**src/rtl/exc_arbiter.sv**
```systemverilog
// -----------------------------------------------------------------------------
// exc_arbiter
//   Commit-stage exception/interrupt arbiter. Picks the highest-priority
//   synchronous exception (lowest src_req index) or, when none is requested,
//   a qualified interrupt. It captures ExcCode, EPC and BD, pulses exc_valid
//   for one cycle, and holds flush until fetch acknowledges the redirect.
//
//   Optional build macro: EXC_INT_SYNC_EN
//     defined   : each int_in line passes through a two-flop synchroniser
//                 before it reaches int_pending.
//     undefined : int_pending = int_in (combinational, no added latency).
//
// Ports
//   clk            sole clock, rising edge
//   rst            asynchronous active-low reset
//   inst_valid     commit instruction valid (gates every request)
//   inst_pc        commit PC
//   in_delay_slot  commit instruction sits in a branch delay slot
//   src_req        exception requests, bit 0 = highest priority
//   src_code       ExcCode per source, slice i belongs to src_req[i]
//   int_in         interrupt lines
//   status_ie/exl/im  CP0 Status fields
//   redirect_ack   fetch accepted the exception redirect
//   exc_valid      one-cycle pulse, exception taken
//   exc_code/epc/bd  captured exception information (held until next take)
//   flush          pipeline flush, held until redirect accepted
//   busy           arbiter is not idle
//   int_pending    conditioned interrupt lines for Cause.IP
// -----------------------------------------------------------------------------
module exc_arbiter #(
    parameter int                N_SRC    = 8,
    parameter int                N_INT    = 8,
    parameter int                CODE_W   = 5,
    parameter logic [CODE_W-1:0] INT_CODE = {CODE_W{1'b0}}
) (
    input  logic                      clk,
    input  logic                      rst,
    input  logic                      inst_valid,
    input  logic [31:0]               inst_pc,
    input  logic                      in_delay_slot,
    input  logic [N_SRC-1:0]          src_req,
    input  logic [N_SRC*CODE_W-1:0]   src_code,
    input  logic [N_INT-1:0]          int_in,
    input  logic                      status_ie,
    input  logic                      status_exl,
    input  logic [N_INT-1:0]          status_im,
    input  logic                      redirect_ack,
    output logic                      exc_valid,
    output logic [CODE_W-1:0]         exc_code,
    output logic [31:0]               exc_epc,
    output logic                      exc_bd,
    output logic                      flush,
    output logic                      busy,
    output logic [N_INT-1:0]          int_pending
);

    localparam logic [1:0] IDLE     = 2'd0;
    localparam logic [1:0] FLUSH    = 2'd1;
    localparam logic [1:0] WAIT_ACK = 2'd2;

    logic [1:0]        state_r;
    logic [1:0]        state_nxt_s;
    logic              int_take_s;
    logic              take_s;
    logic              found_s;
    logic [CODE_W-1:0] sel_code_s;
    logic [31:0]       sel_epc_s;
    logic              exc_valid_r;
    logic              flush_r;
    logic              busy_r;
    logic [CODE_W-1:0] exc_code_r;
    logic [31:0]       exc_epc_r;
    logic              exc_bd_r;

`ifdef EXC_INT_SYNC_EN
    logic [N_INT-1:0]  sync1_r;
    logic [N_INT-1:0]  sync2_r;

    // Two-flop synchroniser per interrupt line.
    always_ff @(posedge clk or negedge rst) begin
        if (!rst) begin
            sync1_r <= {N_INT{1'b0}};
            sync2_r <= {N_INT{1'b0}};
        end else begin
            sync1_r <= int_in;
            sync2_r <= sync1_r;
        end
    end

    assign int_pending = sync2_r;
`else
    assign int_pending = int_in;
`endif

    assign int_take_s = (|(int_pending & status_im)) & status_ie & ~status_exl;
    assign take_s     = inst_valid & ((|src_req) | int_take_s);
    // EPC points at the branch when the faulting instruction is in its delay slot.
    assign sel_epc_s  = in_delay_slot ? (inst_pc - 32'd4) : inst_pc;

    // Priority select: lowest set src_req index wins, interrupt code otherwise.
    always_comb begin
        sel_code_s = INT_CODE;
        found_s    = 1'b0;
        for (int i = 0; i < N_SRC; i++) begin
            if (src_req[i] && !found_s) begin
                sel_code_s = src_code[i*CODE_W +: CODE_W];
                found_s    = 1'b1;
            end else begin
                found_s    = found_s;
            end
        end
    end

    // Next-state logic; take is only looked at in IDLE, ack never in IDLE.
    always_comb begin
        state_nxt_s = state_r;
        case (state_r)
            IDLE: begin
                if (take_s) begin
                    state_nxt_s = FLUSH;
                end else begin
                    state_nxt_s = IDLE;
                end
            end
            FLUSH: begin
                if (redirect_ack) begin
                    state_nxt_s = IDLE;
                end else begin
                    state_nxt_s = WAIT_ACK;
                end
            end
            WAIT_ACK: begin
                if (redirect_ack) begin
                    state_nxt_s = IDLE;
                end else begin
                    state_nxt_s = WAIT_ACK;
                end
            end
            default: begin
                state_nxt_s = IDLE;
            end
        endcase
    end

    // State plus registered status outputs, all derived from the next state.
    always_ff @(posedge clk or negedge rst) begin
        if (!rst) begin
            state_r     <= IDLE;
            exc_valid_r <= 1'b0;
            flush_r     <= 1'b0;
            busy_r      <= 1'b0;
        end else begin
            state_r     <= state_nxt_s;
            exc_valid_r <= (state_nxt_s == FLUSH);
            flush_r     <= (state_nxt_s != IDLE);
            busy_r      <= (state_nxt_s != IDLE);
        end
    end

    // Exception information is captured on take and held otherwise.
    always_ff @(posedge clk or negedge rst) begin
        if (!rst) begin
            exc_code_r <= {CODE_W{1'b0}};
            exc_epc_r  <= 32'd0;
            exc_bd_r   <= 1'b0;
        end else if ((state_r == IDLE) && take_s) begin
            exc_code_r <= sel_code_s;
            exc_epc_r  <= sel_epc_s;
            exc_bd_r   <= in_delay_slot;
        end else begin
            exc_code_r <= exc_code_r;
            exc_epc_r  <= exc_epc_r;
            exc_bd_r   <= exc_bd_r;
        end
    end

    assign exc_valid = exc_valid_r;
    assign flush     = flush_r;
    assign busy      = busy_r;
    assign exc_code  = exc_code_r;
    assign exc_epc   = exc_epc_r;
    assign exc_bd    = exc_bd_r;

endmodule

```
**config.mk**
```make
export PLATFORM = sky130hd
export DESIGN_NAME = exc_arbiter
export DESIGN_NICKNAME = d
export VERILOG_FILES = /design/src/rtl/exc_arbiter.sv
export SDC_FILE = /design/constraint.sdc
export NUM_CORES = 1
export LEC_CHECK = 0
export BUFFER_PORTS_ARGS = -buffer_cell sky130_fd_sc_hd__buf_2
export CAP_MARGIN = 20
export CORE_MARGIN = 8
export CORE_UTILIZATION = 40
export CTS_BUF_LIST = sky130_fd_sc_hd__clkbuf_16
export DETAILED_ROUTE_END_ITERATION = 10
export PLACE_DENSITY_LB_ADDON = 0.3
export SLEW_MARGIN = 20
export SYNTH_ARGS = -nofsm -noshare
export SYNTH_HDL_FRONTEND = slang
export SYNTH_SLANG_ARGS = --single-unit
```
**constraint.sdc**
```tcl
create_clock -name clk -period 1.4 [get_ports clk]
set_input_delay 0.14 -clock clk [delete_from_list [all_inputs] [get_ports clk]]
set_output_delay 0.14 -clock clk [all_outputs]
set_load 0.005 [all_outputs]
```
Yosys cells after proc, flatten, opt, wreduce, memory -nomap -nowiden
Cells that the tools add are included.
W data, S select, Z words.
{ "word_totals": {"word_cells": 55, "in_bits": 103, "regBits": 42, "output_inout_bits": 49} }
{ "op_classes": {"muxes": 19, "bitwise_logic": 6, "reduce_logical": 20, "eq_ne": 3, "addsub": 1} }
{ "op_table": {"columns": ["cell", "count"], "rows": [
  ["$mux W5", 8],
  ["$mux W32", 1],
  ["$sub A32 B3 Y32 const B", 1],
  ["$reduce_or A8 Y1", 2],
  ["$and A8 B8 Y8", 1],
  ["$logic_and A1 B1 Y1", 8],
  ["$mux W1", 8],
  ["$logic_not A1 Y1", 7],
  ["$eq A2 B1 Y1 const B", 2],
  ["$pmux W2 S2", 1],
  ["$and A1 B1 Y1", 3],
  ["$eq A2 B2 Y1 const B", 1],
  ["$logic_not A2 Y1", 1],
  ["$mux W2", 1],
  ["$reduce_bool A2 Y1", 1],
  ["$reduce_or A2 Y1", 1],
  ["$not A1 Y1", 1],
  ["$or A1 B1 Y1", 1]
]} }

Depth between registers and ports, before layout
{ "logic_depth": {"ltp_word": 22, "depth_mapped": 9, "mapped_depth_nobuf": 7} }

Worst setup path before layout
No wires, ideal clock.
{ "synth_timing": {"path_type": "input -> register", "startpoint": "input port src_req[0]", "endpoint": "register exc_bd_r (netlist: exc_bd)", "path_stages": 7, "path_slack_ns": -0.658, "setup_ns": 0.125, "t_required_ns": 1.275, "t_arrival_ns": 1.933, "path_buffers": 3, "cell_sequence": "or3_1 buf_2 or4_1 buf_2 o311ai_4 buf_6 mux2_2"} }
{ "synth_via": {"elab_chain_len": 4} }
{ "synth_lines": {"columns": ["element", "line_no", "rtl"], "rows": [
  ["from (decl)", "41", "input logic [N_SRC-1:0] src_req,"],
  ["$reduce_or A8 Y1", "96", "assign take_s = inst_valid & ((|src_req) | int_take_s);"],
  ["$or A1 B1 Y1", "96", null],
  ["$and A1 B1 Y1", "96", null],
  ["$logic_and A1 B1 Y1", "166", "end else if ((state_r == IDLE) && take_s) begin"],
  ["to (signal assigned)", "169", "exc_bd_r <= in_delay_slot;"],
  ["to (signal assigned)", "173", "exc_bd_r <= exc_bd_r;"],
  ["to (decl)", "73", "logic exc_bd_r;"]
]} }
Every way passes these cells.
A chain may end at the register's enable or synchronous reset.

Final worst setup path
{ "layout_timing": {"startpoint": "input port src_req[2]", "endpoint": "register exc_epc_r[0] (netlist: exc_epc[0])"} }
{ "layout_via": {"elab_chain_len": 4} }
{ "layout_lines": {"columns": ["element", "line_no", "rtl"], "rows": [
  ["$reduce_or A8 Y1", "96", null],
  ["$or A1 B1 Y1", "96", null],
  ["$and A1 B1 Y1", "96", null],
  ["$logic_and A1 B1 Y1", "166", null],
  ["to (signal assigned)", "168", "exc_epc_r <= sel_epc_s;"],
  ["to (signal assigned)", "172", "exc_epc_r <= exc_epc_r;"],
  ["to (decl)", "72", "logic [31:0] exc_epc_r;"]
]} }
Every way passes these cells.

==> results.md <==
- Die area: 0.009333 sq mm
- IO Count: 152
- Via density: 5.216
- Die Y: 96.61 microns
- Final hold viol count: 0
- Core area: 0.006314 sq mm
- Seq/Total Area, Yosys: 0.4044
- Pins over their slew limit: 0
- Critical path required time: 1560 ps
- DP HPWL: 6.942 mm
- Rel. slew slack: 0.6466
- PD cells: 1188 mW/mm^2
- Synth unique cells: 43
- Avg Inst Size Synth: 8.809 sq um
- CP Capture Type: flip-flop
- Ys Warns: 0
- Pre-CTS setup slack: -627.7 ps
- Hold WS: 43.46 ps
- Fin nets: 593
- Post-synth EDFFs: 0
- Total gr overflow: 0
- # DRC: 0
- Synth Flop Type: dfrtp_1
- Pre-antenna DRT Iters: 4
- First-pass GRT wire length: 14.32 mm
- Setup TNS: -9974 ps
- Outcome: finished with violations
- CTS tree: done
- Inserted Diodes: 0
- H-tree depth: 2
- Max cap viols: 0
- Largest net degree at the start of global routing: 43
- CTS max path bufs: 2
- Cts bufs inserted: 5
- Vias in the first global route: 3,092
- Initial antenna violation count: 0
- Async SR Flop Fraction: 1.000
- Worst min path class: input port to flip-flop
- #FFs+latches synth: 42
- Synthesized instance count: 295
- Port buffer count: 151
- Total track usage: 0.1792
- Initial Utilization: 0.4116
- Routed len/inst: 15.77 microns
- Tmin final: 1698 ps
- Synthesized area: 0.002599 sq mm
- PnR worst setup slack: -297.5 ps
- Total number of vias: 2,947
- Fin crit share: 1.213
- GPL Wtd Cong: 0.8653
- Synth-to-Final Area Change: 58.40%
- Share of layout cells above drive strength 1: 0.5041
- Row count: 29
- Total power: 4.892 mW
- Clock sink count: 42
- F_max: 589.1 MHz
- Final ANT Viol Nets: 0
- Setup crit start kind: input port
- Post-Route Skew: 4.328 ps
- RSZ-0062 raised after global routing: yes
- Arr. time, crit path: 1860 ps
- IR drop worst, VDD: 0.0007439 V
- Failing checks: setup timing
- Lkg Pwr: 2.013 nW
- Slew of the pin with the lowest slew margin: 530.1 ps
- Clk_lat worst skew: 280 ps
- Initial drt markers: 72
- Die width: 96.61 microns
- Post-DP Area: 0.003724 sq mm
- WS Path Type: input port to flip-flop
- Crit path max fanout: 5
- CTS Root Cell: clkbuf_16
- Mapped Nets: 401
- Clk slew on worst S/H paths: 60 ps
- Final WL: 8.909 mm
- # setup viols final: 41
- Post-route cell area: 0.004116 sq mm
-- metrics by stage --
stage	std cells	util
floorplan	295	-
global placement	549	0.5898
detailed placement	549	0.5898
CTS	563	0.6252
global route	565	0.6520
finish	565	0.6520
-- worst paths after layout --
path	startpoint	endpoint	slack (ps)	cells after the start
setup / recovery	src_req[2]	exc_epc[0]	-300	6
hold / removal	redirect_ack	state_r[1]	40	2
setup reg to reg	state_r[0]	exc_code[0]	-80	6
hold reg to reg	exc_epc[11]	exc_epc[11]	480	2
max in group asynchronous	rst	exc_epc[21]	570	3
min in group asynchronous	rst	exc_epc[11]	460	3
-- area by class of cell --
class                      count  area [sq um]
fill                         555          2197
clock buffer                   5         125.1
multi-input combinational    222          1483
tap                           77         96.34
clock inverter                 3         12.51
timing repair buffer         209          1323
inverter                       7         26.28
sequential                    42          1051
-- cells by family after synthesis --
| kind of cell | Yosys count | synth area share |
|---|---|---|
| mux | 4 | 0.01733 |
| xor+xnor | 27 | 0.09100 |
| flops | 42 | 0.4044 |
| buf+inv | 31 | 0.06981 |
| simple gates | 120 | 0.2330 |
| fa+ha+maj | 3 | 0.01445 |
| compound gates | 68 | 0.1700 |
-- report_power, final --
group          switching (mW)  internal (mW)  total, mW  leakage [nW]
sequential              0.265           1.64       1.91         0.516
combinational           0.864           1.02       1.89          1.42
clock                   0.455          0.645       1.10        0.0724
total                    1.59           3.31       4.89          2.01
-- state kept, by name, summed over array words and instances, names as in the netlist --
signal and cells:
exc_code 5, state_r 2, exc_bd 1, busy 1, exc_valid 1, exc_epc 32
-- cell usage after synthesis (5+ instances only) --
library cell | instances | area, sq um
clkbuf_1 | 5 | 18.77
dfrtp_1 | 42 | 1051
or4_1 | 6 | 45.04
nand2_1 | 47 | 176.4
xor2_1 | 13 | 113.9
nor2_1 | 15 | 56.30
xnor2_1 | 14 | 122.6
o31ai_1 | 5 | 37.54
a22oi_1 | 9 | 67.56
a21oi_1 | 5 | 25.02
nor2b_1 | 8 | 50.05
buf_4 | 14 | 105.1
inv_1 | 7 | 26.28
nand4_1 | 6 | 37.54
nor4_1 | 8 | 50.05
o21ai_0 | 31 | 155.2
nor3_1 | 9 | 45.04
-- placed cells by master (no fill, tap or decap), drive strengths merged, types with 6 or more instances in the layout --
| cell | netlist | layout |
|---|---|---|
| dfrtp | 42 | 42 |
| nor2 | 15 | 15 |
| xor2 | 13 | 13 |
| or4 | 6 | 6 |
| nor4 | 8 | 8 |
| nor3 | 9 | 9 |
| nand4 | 6 | 6 |
| buf | 18 | 205 |
| nor2b | 8 | 8 |
| a22oi | 9 | 9 |
| xnor2 | 14 | 14 |
| o21ai | 31 | 31 |
| inv | 7 | 8 |
| nand2 | 47 | 47 |
| clkbuf | 6 | 8 |
-- layer usage --
| layer | global-route usage | vias up | part of all wire | wire length, microns |
|---|---|---|---|---|
| met4 | 0.04615 | 0 | 0.013 | 112 |
| met5 | 0 | - | 0 | 0 |
| met1 | 0.2101 | 1393 | 0.41 | 3654 |
| met2 | 0.3130 | 112 | 0.51 | 4561 |
| li1 | - | 1431 | - | - |
| met3 | 0.04836 | 11 | 0.065 | 581 |
-- timing repair --
action | 4_1_cts | 5_1_grt
hold endpoints to repair | 42 | 0
gates resized for setup | 12 | 56
pin swaps | 2 | 12
hold buffers | 1 | 0
setup buffers | 3 | 0
endpoints found under the setup margin | 41 | 41
gates cloned | 2 | 3
-- worst max-delay path, stage by stage --
cell      delay (ps)
buf_6             90
or3_4            380
or4_4            460
o311ai_4         300
buf_6            190
mux2_4           300
Note: power is estimated with default switching activity, not from simulation.
